--- src/rtl/fp_accum_seq.sv ---
// fp_accum_seq: sequences a stream of FP32 terms through a shared FP adder,
// accumulating acc = acc + term. The final sum is returned with a one-cycle
// done pulse. This block does no FP arithmetic itself.
//
// Handshakes:
//   Input stream: in_data is transferred on a rising edge where both in_valid
//   and in_ready are high. in_ready depends only on state, never on in_valid.
//   Adder request: add_start is a single-cycle pulse. It is raised only when the
//   adder is neither busy nor presenting a result. add_a/add_b are held from
//   that pulse until add_ready returns. add_ready is the result-valid strobe,
//   and it is honoured only while a request is outstanding.
module fp_accum_seq #(
    parameter int CNT_W     = 8,
    parameter int DRAIN_CYC = 40
) (
    input  logic             clk,
    input  logic             rst_n,
    input  logic             go,
    input  logic [CNT_W-1:0] num_terms,
    input  logic [31:0]      in_data,
    input  logic             in_valid,
    output logic             in_ready,
    output logic             add_start,
    output logic             add_op,
    output logic [31:0]      add_a,
    output logic [31:0]      add_b,
    input  logic             add_ready,
    input  logic             add_busy,
    input  logic [31:0]      add_y,
    output logic [31:0]      sum,
    output logic             done,
    output logic             busy,
    output logic             inf_nan
);

    localparam int DRAIN_W = $clog2(DRAIN_CYC + 1);

    typedef enum logic [2:0] {
        S_IDLE     = 3'd0,
        S_WAIT_IN  = 3'd1,
        S_ISSUE    = 3'd2,
        S_WAIT_ADD = 3'd3,
        S_DONE     = 3'd4
    } state_t;

    state_t             state_q, state_d;
    logic [31:0]        acc_q, acc_d;
    logic [CNT_W-1:0]   cnt_q, cnt_d;
    logic [CNT_W-1:0]   terms_q, terms_d;
    logic [31:0]        a_q, a_d;
    logic [31:0]        b_q, b_d;
    logic [31:0]        sum_q, sum_d;
    logic               inf_q, inf_d;
    logic [DRAIN_W-1:0] drain_q, drain_d;

    logic               go_ok;
    logic [CNT_W-1:0]   cnt_inc;

    // A run may only start once the post-reset drain window has elapsed, so a
    // result still in flight from an abandoned run cannot be mistaken for ours.
    assign go_ok   = go && (drain_q == '0);
    assign cnt_inc = cnt_q + CNT_W'(1);

    // State register.
    always_ff @(posedge clk or negedge rst_n) begin
        if (!rst_n) begin
            state_q <= S_IDLE;
        end else begin
            state_q <= state_d;
        end
    end

    // Next-state logic.
    always_comb begin
        state_d = state_q;
        case (state_q)
            S_IDLE: begin
                if (go_ok) begin
                    state_d = (num_terms == '0) ? S_DONE : S_WAIT_IN;
                end
            end
            S_WAIT_IN: begin
                if (in_valid) begin
                    state_d = S_ISSUE;
                end
            end
            S_ISSUE: begin
                if (!add_busy && !add_ready) begin
                    state_d = S_WAIT_ADD;
                end
            end
            S_WAIT_ADD: begin
                if (add_ready) begin
                    state_d = (cnt_inc == terms_q) ? S_DONE : S_WAIT_IN;
                end
            end
            S_DONE: begin
                state_d = S_IDLE;
            end
            default: begin
                state_d = S_IDLE;
            end
        endcase
    end

    // Moore-style outputs plus the add_start qualifier on adder availability.
    always_comb begin
        in_ready  = (state_q == S_WAIT_IN);
        add_start = (state_q == S_ISSUE) && !add_busy && !add_ready;
        done      = (state_q == S_DONE);
        busy      = (state_q != S_IDLE);
        add_op    = 1'b0;
        add_a     = a_q;
        add_b     = b_q;
        sum       = sum_q;
        inf_nan   = inf_q;
    end

    // Datapath next-state: accumulator, counters, operand and result registers.
    always_comb begin
        acc_d   = acc_q;
        cnt_d   = cnt_q;
        terms_d = terms_q;
        a_d     = a_q;
        b_d     = b_q;
        sum_d   = sum_q;
        inf_d   = inf_q;
        drain_d = drain_q;

        if ((state_q == S_IDLE) && (drain_q != '0)) begin
            drain_d = drain_q - DRAIN_W'(1);
        end

        case (state_q)
            S_IDLE: begin
                if (go_ok) begin
                    acc_d   = 32'h0000_0000;
                    cnt_d   = '0;
                    inf_d   = 1'b0;
                    terms_d = num_terms;
                end
            end
            S_WAIT_IN: begin
                // Operands are frozen here and stay put until the next term.
                if (in_valid) begin
                    a_d = acc_q;
                    b_d = in_data;
                end
            end
            S_WAIT_ADD: begin
                if (add_ready) begin
                    acc_d = add_y;
                    cnt_d = cnt_inc;
                    inf_d = inf_q | (add_y[30:23] == 8'hFF);
                end
            end
            default: begin
            end
        endcase

        // Load sum on entry to DONE so it is already valid during the done pulse.
        if ((state_d == S_DONE) && (state_q != S_DONE)) begin
            sum_d = acc_d;
        end
    end

    // Datapath registers.
    always_ff @(posedge clk or negedge rst_n) begin
        if (!rst_n) begin
            acc_q   <= 32'h0000_0000;
            cnt_q   <= '0;
            terms_q <= '0;
            a_q     <= 32'h0000_0000;
            b_q     <= 32'h0000_0000;
            sum_q   <= 32'h0000_0000;
            inf_q   <= 1'b0;
            drain_q <= DRAIN_W'(DRAIN_CYC);
        end else begin
            acc_q   <= acc_d;
            cnt_q   <= cnt_d;
            terms_q <= terms_d;
            a_q     <= a_d;
            b_q     <= b_d;
            sum_q   <= sum_d;
            inf_q   <= inf_d;
            drain_q <= drain_d;
        end
    end

endmodule

--- config.mk ---
export PLATFORM = sky130hd
export DESIGN_NAME = fp_accum_seq
export DESIGN_NICKNAME = d
export VERILOG_FILES = /design/src/rtl/fp_accum_seq.sv
export SDC_FILE = /design/constraint.sdc
export NUM_CORES = 1
export LEC_CHECK = 0
export ABC_CLOCK_PERIOD_IN_PS = 2800
export CAP_MARGIN = 5
export CORE_MARGIN = 4
export CORE_UTILIZATION = 35
export DETAILED_ROUTE_END_ITERATION = 7
export GPL_ROUTABILITY_DRIVEN = 0
export PLACE_DENSITY_LB_ADDON = 0.08
export SYNTH_ARGS = -nofsm -noshare
export SYNTH_HDL_FRONTEND = slang
export SYNTH_SLANG_ARGS = --single-unit
--- constraint.sdc ---
create_clock -name clk -period 2.8 [get_ports clk]
set_clock_uncertainty 0.1 [all_clocks]
set_input_delay 0.56 -clock clk [delete_from_list [all_inputs] [get_ports clk]]
set_output_delay 0.56 -clock clk [all_outputs]
set_load 0.02 [all_outputs]
# ---- After elaboration in Yosys (flattened, before gate mapping)
# Cells that the tools add are included.
dict set report totals {
  output_inout_bits 102
  elab_cells 55
  register_bits 154
  romBits 0
  latch_bits 0
  inputBits 78
  mem_bits_rw 0
  n_memories 0
}
dict set report classes {
  div_mod_pow 0
  n_mux 16
  eq_ne 10
  bitwise 1
  shifts 0
  order_cmp 0
  n_mul 0
  n_reduce_logical 17
  n_addsub 2
}
# op n
set ops {}
lappend ops {{32-bit 2-to-1 mux} 2}
lappend ops {{32-bit one-hot mux with 2 select lines} 1}
lappend ops {{3-bit 2-to-1 mux} 6}
lappend ops {{8-bit 2-to-1 mux} 2}
lappend ops {{8-bit one-hot mux with 2 select lines} 1}
lappend ops {{3-bit one-hot mux with 4 select lines} 1}
lappend ops {{8-bit by 1-bit adder with 8-bit output (second input constant)} 1}
lappend ops {{8-bit == test} 1}
lappend ops {{8-bit == test (second input constant)} 1}
lappend ops {{8-bit zero test} 1}
lappend ops {{3-bit by 2-bit == test with 1-bit output (second input constant)} 2}
lappend ops {{3-bit == test (second input constant)} 2}
lappend ops {{1-bit logical AND} 6}
lappend ops {{6-bit zero test} 1}
lappend ops {{6-bit nonzero test} 1}
lappend ops {{6-bit by 1-bit subtractor with 6-bit output (second input constant)} 1}
lappend ops {{2-bit != test (second input constant)} 2}
lappend ops {{2-bit AND reduction} 2}
lappend ops {{3-bit by 1-bit == test with 1-bit output (second input constant)} 1}
lappend ops {{3-bit zero test} 1}
lappend ops {{3-bit != test (second input constant)} 1}
lappend ops {{3-bit AND reduction} 1}
lappend ops {{3-bit nonzero test} 1}
lappend ops {{1-bit zero test} 2}
lappend ops {{4 further kinds} 5}

# ---- Longest topological paths before layout
# Gate-level depths: netlist (run 1).
dict set report logic_depth {
  ltp_word 7
  depth_mapped 9
  ltp_nobuf 7
}

# ---- Least setup slack after synthesis (run 1)
# No wires, ideal clock.
dict set report synth_timing {
  path_type {register to register}
  startpoint {register cnt_q[0]}
  endpoint {register sum_q[10] (netlist: sum[10])}
  required_time_ns 2.575
  n_path_buf 2
  path_slack_ns 0.210
  arrival_time_ns 2.365
  stages_incl_launch_ff 10
  cell_sequence {dfrtp_1 ha_1 buf_2 nand2_1 o32ai_1 a211oi_1 or4_4 nor2_8 buf_12 mux2_4}
}
dict set report synth_between {
  elab_chain_cells 7
}
# element line_no
set synth_lines {}
lappend synth_lines {{start, declared} 48} ;# logic [CNT_W-1:0] cnt_q, cnt_d;
lappend synth_lines {{start signal, assigned} 180} ;# cnt_q <= cnt_d;
lappend synth_lines {{8-bit by 1-bit adder with 8-bit output} 62} ;# assign cnt_inc = cnt_q + CNT_W'(1);
lappend synth_lines {{8-bit == test} 94} ;# state_d = (cnt_inc == terms_q) ? S_DONE : S_WAIT_IN;
lappend synth_lines {{3-bit 2-to-1 mux} 94}
lappend synth_lines {{3-bit 2-to-1 mux} 93} ;# if (add_ready) begin
lappend synth_lines {{3-bit one-hot mux with 4 select lines} 76} ;# case (state_q)
lappend synth_lines {{3-bit == test} 162} ;# if ((state_d == S_DONE) && (state_q != S_DONE)) begin
lappend synth_lines {{1-bit logical AND} 162}
lappend synth_lines {{end signal, assigned} 184} ;# sum_q <= sum_d;
lappend synth_lines {{end, declared} 52} ;# logic [31:0] sum_q, sum_d;
# Every way passes these cells.
# A chain may end at the register's enable or synchronous reset.

# ---- Final worst setup path (run 1)
dict set report layout_timing {
  startpoint {register cnt_q[1]}
  endpoint {register sum_q[0] (netlist: sum[0])}
}
# The elaborated chain is that of the path after synthesis.

==> summary.txt, run 1 <==
STA
  – Setup TNS Final: 0 ns
  – Final min period: 2.67 ns
  – Max Clk Rate: 0.375 GHz
  – Final period util: 95.2%
  – Setup Viol. Count Final: 0
  – Slew @ Worst Pin: 0.539 ns
  – Final Hold Vio Count: 0
  – RSZ-0062 raised after global routing: false
  – Final WS setup: 0.134 ns
  – Max-slew violation count: 0
  – Worst relative slew slack: 63.5%

Synth
  – Post-synth EDFFs: 0
  – Mapped Nets: 623
  – Post-synth top cells: 152 x dfrtp_1, 83 x nand2_1, 71 x mux2_2, 37 x a21oi_1, 34 x and2_1
  – Top-count cell post-synth: dfrtp_1
  – Synthesized area per cell: 12.3 um2
  – Top-area cell type share of the netlist area: 57.0%
  – Syn Inst Count: 542
  – Yosys top cell by area: dfrtp_1
  – Yosys warns: 0
  – Synth Register Bits: 154
  – Largest cells by area after synthesis: dfrtp_1 57%, mux2_2 12%, mux2_4 6.8%
  – Mapped cell area: 0.00667 mm2
  – Post-synth cell types: 44
  – Synth async-reset ratio: 100%
  – Main synth FF type: dfrtp_1
  – Register area share after synthesis: 57.8%

Flow run
  – Max-Cap Viols: 0

Placed design
  – Post-DP HPWL: 11600 um
  – Setup slack at placement: 0.0941 ns
  – Area post-placement: 0.00878 mm2
  – Port-buffer cells: 178

Global route
  – Vias in the first global route: 5019
  – GR Util All Layers: 15.9%
  – Initial antenna violation count: 0
  – First-pass GRT wire length: 27100 um
  – Remaining global-route overflow: 0
  – Largest net degree at the start of global routing: 57

Die
  – Core Area: 0.0187 mm2
  – Die Area: 0.0213 mm2
  – Initial Util: 35.7%
  – Die Span Y: 146 um
  – Die X: 146 um
  – Std-Cell Rows: 50
  – Ports: 180

Final layout
  – Antenna Cells: 0
  – Post-route cell area: 0.00943 mm2
  – Final net count: 803
  – Area grow syn2layout: 41.4%
  – Layout filler cell count: 1643
  – Layout cells sized above 1: 21.5%

Clock network
  – Clk_lat worst skew: 0.42 ns
  – Clock root cell: clkbuf_16
  – Postcts setup bufs: 0
  – Cts hold-fix bufs: 0
  – Clock Path Buffers: 2
  – Clk pin slew, worst setup/hold paths: 0.07 ns
  – Clk sinks: 154
  – CTS tree: yes
  – H-tree depth: 4
  – CTS Buf Count: 17
  – Resize count post-CTS: 0

Critical path
  – Crit-path slowest cell: or4_4
  – CP Data Required Time: 3.00 ns
  – R2R Setup Slk: 0.13 ns
  – Critical path class: flop to flop
  – Worst path max stage delay: 0.53 ns
  – CP Launch Type: flop
  – Crit path cell chain: ha_1, xor2_1, a211oi_1, nand2_1, or4_4, nor2_8, buf_12, mux2_1
  – Data arrival, critical path: 2.86 ns
  – Critical path fanouts, max: 11
  – CP Capture Type: flop

Pwr
  – PD cells: 1070 mW/mm2
  – Leakage power: 0.00406 uW
  – VDD IR max: 455 uV
  – Clock share of power: 24.9%
  – Combinational share of power: 39.8%
  – Switching power of the nets: 3390 uW
  – Sequential Power Share: 35.3%
  – Int Pwr: 6740 uW
  – Sw Share: 33.4%

Detailed routing
  – Routed vias: 4753
  – Drt first pass iters: 4
  – Drt initial violations: 162
  – Via density per instance: 4.91
  – Remaining antenna violation count after routing: 0
  – Detailed-route wire length: 16700 um
  – WL per Instance: 17.3 um
  – DRC Markers: 0

Status
  – Outcome: complete, no violations

Hold path
  – HP Class: input pin to asynchronous set/reset pin
## registers in the layout, summed over array words and instances, names as in the netlist
register,count
add_b,32
terms_q,8
inf_nan,1
drain_q,6
acc_q,32
add_a,32
state_q,3
cnt_q,8
sum,32
## power groups by stage
stage	logic, uW	registers [uW]	clock network, uW
3_3_place_gp	4030	3580	0
5_1_grt	4320	3690	2680
2_1_floorplan	1640	4160	0
4_1_cts	4090	3590	2590
6_report	4030	3570	2520
3_5_place_dp	4080	3620	0
## worst max-delay path, delay by kind of cell, from the launching register on
family | cells | cell delay [ns]
flip-flops | 1 | 0.43
adder cells (fa/ha/maj) | 1 | 0.33
buffers and inverters | 1 | 0.17
XOR/XNOR | 1 | 0.17
AO/OA/AOI/OAI | 1 | 0.21
multiplexers | 1 | 0.32
AND/OR/NAND/NOR | 3 | 0.81
## per-layer routing
metal / vias up / track usage, % / share of wire, %
met5: - / 0 / 0
met4: 0 / 5.17 / 1.6
met3: 20 / 4.10 / 5.2
met2: 138 / 26.0 / 48
met1: 2381 / 20.8 / 45
li1: 2214 / - / -
## worst paths after layout
| check | end | from | depth (start not counted) |
|---|---|---|---|
| hold / removal | add_b[11] | rst_n | 1 |
| min in group clk | drain_q[4] | drain_q[4] | 1 |
| setup / recovery | sum[0] | cnt_q[1] | 8 |
| setup reg to reg | sum[0] | cnt_q[1] | 8 |
| max in group asynchronous | drain_q[3] | rst_n | 2 |
| hold reg to reg | drain_q[4] | drain_q[4] | 1 |
## placed cells by master (no fill, tap or decap), types with 8 or more instances in the layout
master           instances
and2_1                  33
clkbuf_16               17
buf_12                   8
clkdlybuf4s50_1        177
mux2_2                  71
a21oi_1                 37
dfrtp_1                152
nand2_1                 83
mux2_4                  30
xnor2_1                  8
nor2_1                  15
o21ai_1                  8
## per-stage QoR
step                hold WS, ns  cells  util [%]  power (uW)
floorplan                 0.164    542         -        5800
global placement          0.360    937      46.9        7610
detailed placement        0.358    937      46.9        7700
CTS                      0.0219    969      50.4       10300
global route             0.0449    969      50.4       10700
finish                  0.00394    969      50.4       10100
## logic make-up after synthesis
family | Yosys count | share of synthesized area, %
other cells | 1 | 0.0562
compound gates | 66 | 5.72
buf+inv | 39 | 3.23
flops | 154 | 57.8
simple gates | 161 | 11.6
xor+xnor | 15 | 1.97
fa+ha+maj | 3 | 0.563
mux | 103 | 19.1
## final cells by class
cell class,count,area [um2],area share [%]
Clock inverter,13,219,2.32
Clock buffer,19,433,4.59
Timing Repair Buffer,193,2000,21.2
Tap cell,234,293,3.10
Inverter,7,26.3,0.279
Multi-Input combinational cell,349,2610,27.7
Sequential cell,154,3860,40.9
Power figures use the tool's default switching activity.
==> run 2: changes to the inputs <==
--- a/config.mk
+++ b/config.mk
@@ -6,9 +6,8 @@
 export NUM_CORES = 1
 export LEC_CHECK = 0
 export ABC_CLOCK_PERIOD_IN_PS = 2800
-export CAP_MARGIN = 5
-export CORE_MARGIN = 4
-export CORE_UTILIZATION = 35
+export CORE_MARGIN = 2
+export CORE_UTILIZATION = 49
 export DETAILED_ROUTE_END_ITERATION = 7
 export GPL_ROUTABILITY_DRIVEN = 0
 export PLACE_DENSITY_LB_ADDON = 0.08
==> run 2 against run 1 <==
Die area shrank 32%; final cell count shrank 6.3%; sequential share of layout area grew 0.86 points; largest power group unchanged; global-route usage grew 6.5 points; largest cell class unchanged; hold slack gained 0.021 ns; count of clock-buffer cells in the layout shrank 1; highest routed layer unchanged.
==> summary.txt, run 2 (synthesis results as in run 1) <==
Clock network
  – CTS tree: yes (unchanged)
  – Cts hold-fix bufs: 0 (unchanged)
  – Postcts setup bufs: 0 (unchanged)
  – Resize count post-CTS: 0 (unchanged)
  – CTS Buf Count: 17 (unchanged)
  – H-tree depth: 4 (unchanged)
  – Clk sinks: 154 (unchanged)
  – Clk_lat worst skew: 0.42 ns (about the same)
  – Clk pin slew, worst setup/hold paths: 0.06 ns (was 0.07 ns)
  – Clock root cell: clkbuf_16 (unchanged)
  – Clock Path Buffers: 2 (unchanged)

Detailed routing
  – Detailed-route wire length: 15300 um (was 16700 um)
  – DRC Markers: 0 (unchanged)
  – Drt first pass iters: 4 (unchanged)
  – Via density per instance: 5.18 (was 4.91)
  – WL per Instance: 16.9 um (was 17.3 um)
  – Remaining antenna violation count after routing: 0 (unchanged)
  – Routed vias: 4703 (was 4753)
  – Drt initial violations: 263 (was 162)

Critical path
  – CP Launch Type: flop (unchanged)
  – Critical path class: flop to flop (unchanged)
  – CP Capture Type: flop (unchanged)
  – Data arrival, critical path: 2.91 ns (was 2.86 ns)
  – Critical path fanouts, max: 22 (was 11)
  – CP Data Required Time: 3.00 ns (about the same)

Die
  – Std-Cell Rows: 42 (was 50)
  – Die X: 121 um (was 146 um)
  – Initial Util: 50.4% (was 35.7%)
  – Core Area: 0.0132 mm2 (was 0.0187 mm2)
  – Die Area: 0.0146 mm2 (was 0.0213 mm2)
  – Die Span Y: 121 um (was 146 um)
  – Ports: 180 (unchanged)

Global route
  – Largest net degree at the start of global routing: 70 (was 57)
  – Initial antenna violation count: 0 (unchanged)
  – Remaining global-route overflow: 0 (unchanged)
  – Met2 usage: 37.1% (was 26.0%)
  – First-pass GRT wire length: 25100 um (was 27100 um)
  – GR peak layer: met2 (unchanged)
  – GR Util All Layers: 22.4% (was 15.9%)
  – Met1 global-route usage: 28.9% (was 20.8%)
  – Vias in the first global route: 4951 (was 5019)
  – Met3 usage: 5.57% (was 4.10%)

Pwr
  – Pwr Total: 9770 uW (was 10100 uW)
  – PD cells: 1060 mW/mm2 (was 1070 mW/mm2)
  – Leakage power: 0.00399 uW (was 0.00406 uW)
  – VDD IR max: 599 uV (was 455 uV)

STA
  – RSZ-0062 raised after global routing: false (unchanged)
  – Max Clk Rate: 0.369 GHz (was 0.375 GHz)
  – Worst relative slew slack: 56.1% (was 63.5%)
  – Max-slew violation count: 0 (unchanged)
  – Final min period: 2.71 ns (was 2.67 ns)
  – Setup TNS Final: 0 ns (unchanged)
  – Slew @ Worst Pin: 0.658 ns (was 0.539 ns)
  – Final Hold Vio Count: 0 (unchanged)
  – Final period util: 96.9% (was 95.2%)
  – Setup Viol. Count Final: 0 (unchanged)

Final layout
  – Storage element area: 0.00386 mm2 (unchanged)
  – Most frequent cells in the layout: 177 x clkdlybuf4s50_1, 152 x dfrtp_1, 83 x nand2_1, 71 x mux2_2, 37 x a21oi_1 (unchanged)
  – Layout cells sized above 1: 21.2% (was 21.5%)
  – Post-route cell area: 0.00924 mm2 (was 0.00943 mm2)
  – Area grow syn2layout: 38.5% (was 41.4%)
  – Antenna Cells: 0 (unchanged)
  – Commonest non-fill, non-tap cell in the layout: clkdlybuf4s50_1 (unchanged)
  – Final cell count without fillers: 908 (was 969)
  – Multi-input logic area: 0.00261 mm2 (about the same)
  – Final net count: 800 (was 803)
  – Layout filler cell count: 980 (was 1643)

Placed design
  – Post-DP HPWL: 10400 um (was 11600 um)
  – Area post-placement: 0.00866 mm2 (was 0.00878 mm2)
  – Port-buffer cells: 178 (unchanged)
  – Placed cells: 876 (was 937)

Status
  – Outcome: complete, no violations (unchanged)

Flow run
  – Max-Cap Viols: 0 (unchanged)

Hold path
  – HP Class: input pin to asynchronous set/reset pin (unchanged)
## run 2: cell types whose count changed in the layout (fill, tap and decap cells not counted), moves of 2 or more
cell and delta:
clkinvlp_4 +4, clkinv_2 +3, buf_12 -2, bufinv_16 -3, clkinv_4 -2, inv_6 -2
## run 2: metrics by stage
step | utilization (%) | hold WS, ns | setup WS (ns)
2_1_floorplan | - | 0.164 | 0.210
3_3_place_gp | 65.4 | 0.361 | 0.0824
3_5_place_dp | 65.4 | 0.371 | 0.0363
4_1_cts | 69.7 | 0.0561 | 0.0768
5_1_grt | 69.7 | 0.0726 | 0.0159
6_report | 69.7 | 0.0253 | 0.0879
## run 2: final cells by class
type / count / share of cell area (%)
clock buffers: 18 / 4.65
clock inverters: 14 / 1.63
inverters: 7 / 0.284
multi-input cells: 349 / 28.2
flip-flops and latches: 154 / 41.8
well taps: 176 / 2.38
repair buffers: 190 / 21.1
## run 2: final timing paths
path	depth (start not counted)	from	slack (ns)	endpoint
min reg2reg	1	drain_q[4]	0.38	drain_q[4]
max in group asynchronous	2	rst_n	1.81	sum[3]
min in group clk	1	drain_q[4]	0.38	drain_q[4]
max	8	cnt_q[1]	0.09	sum[31]
max reg2reg	8	cnt_q[1]	0.09	sum[31]
min	1	rst_n	0.03	add_b[16]
## run 2: critical path: stages, from the launching register on
cell and delay, ns:
dfrtp_1 0.42, ha_1 0.32, xor2_1 0.17, a211oi_1 0.24, nand2_1 0.10, or4_4 0.53
nor2_8 0.14, buf_12 0.21, mux2_1 0.33
## run 2: layer usage
layer,routed length [um],vias up
met5,0,-
met3,897,19
met1,6720,2320
met4,244,0
li1,-,2208
met2,7450,156
## run 2: power breakdown
part,leakage (uW),internal (uW),switching [uW]
Sequential,0.00198,3060,500
Combinational,0.00174,2060,1910
Clock,0.000270,1310,912
Total,0.00399,6440,3330
==> run 3: changes to the inputs <==
--- a/config.mk
+++ b/config.mk
@@ -8,6 +8,7 @@
 export ABC_CLOCK_PERIOD_IN_PS = 2800
 export CORE_MARGIN = 2
 export CORE_UTILIZATION = 49
+export CTS_CLUSTER_DIAMETER = 150
 export DETAILED_ROUTE_END_ITERATION = 7
 export GPL_ROUTABILITY_DRIVEN = 0
 export PLACE_DENSITY_LB_ADDON = 0.08
==> results of run 3 <==
Final layout, timing and power as in run 2 (identical DEF).
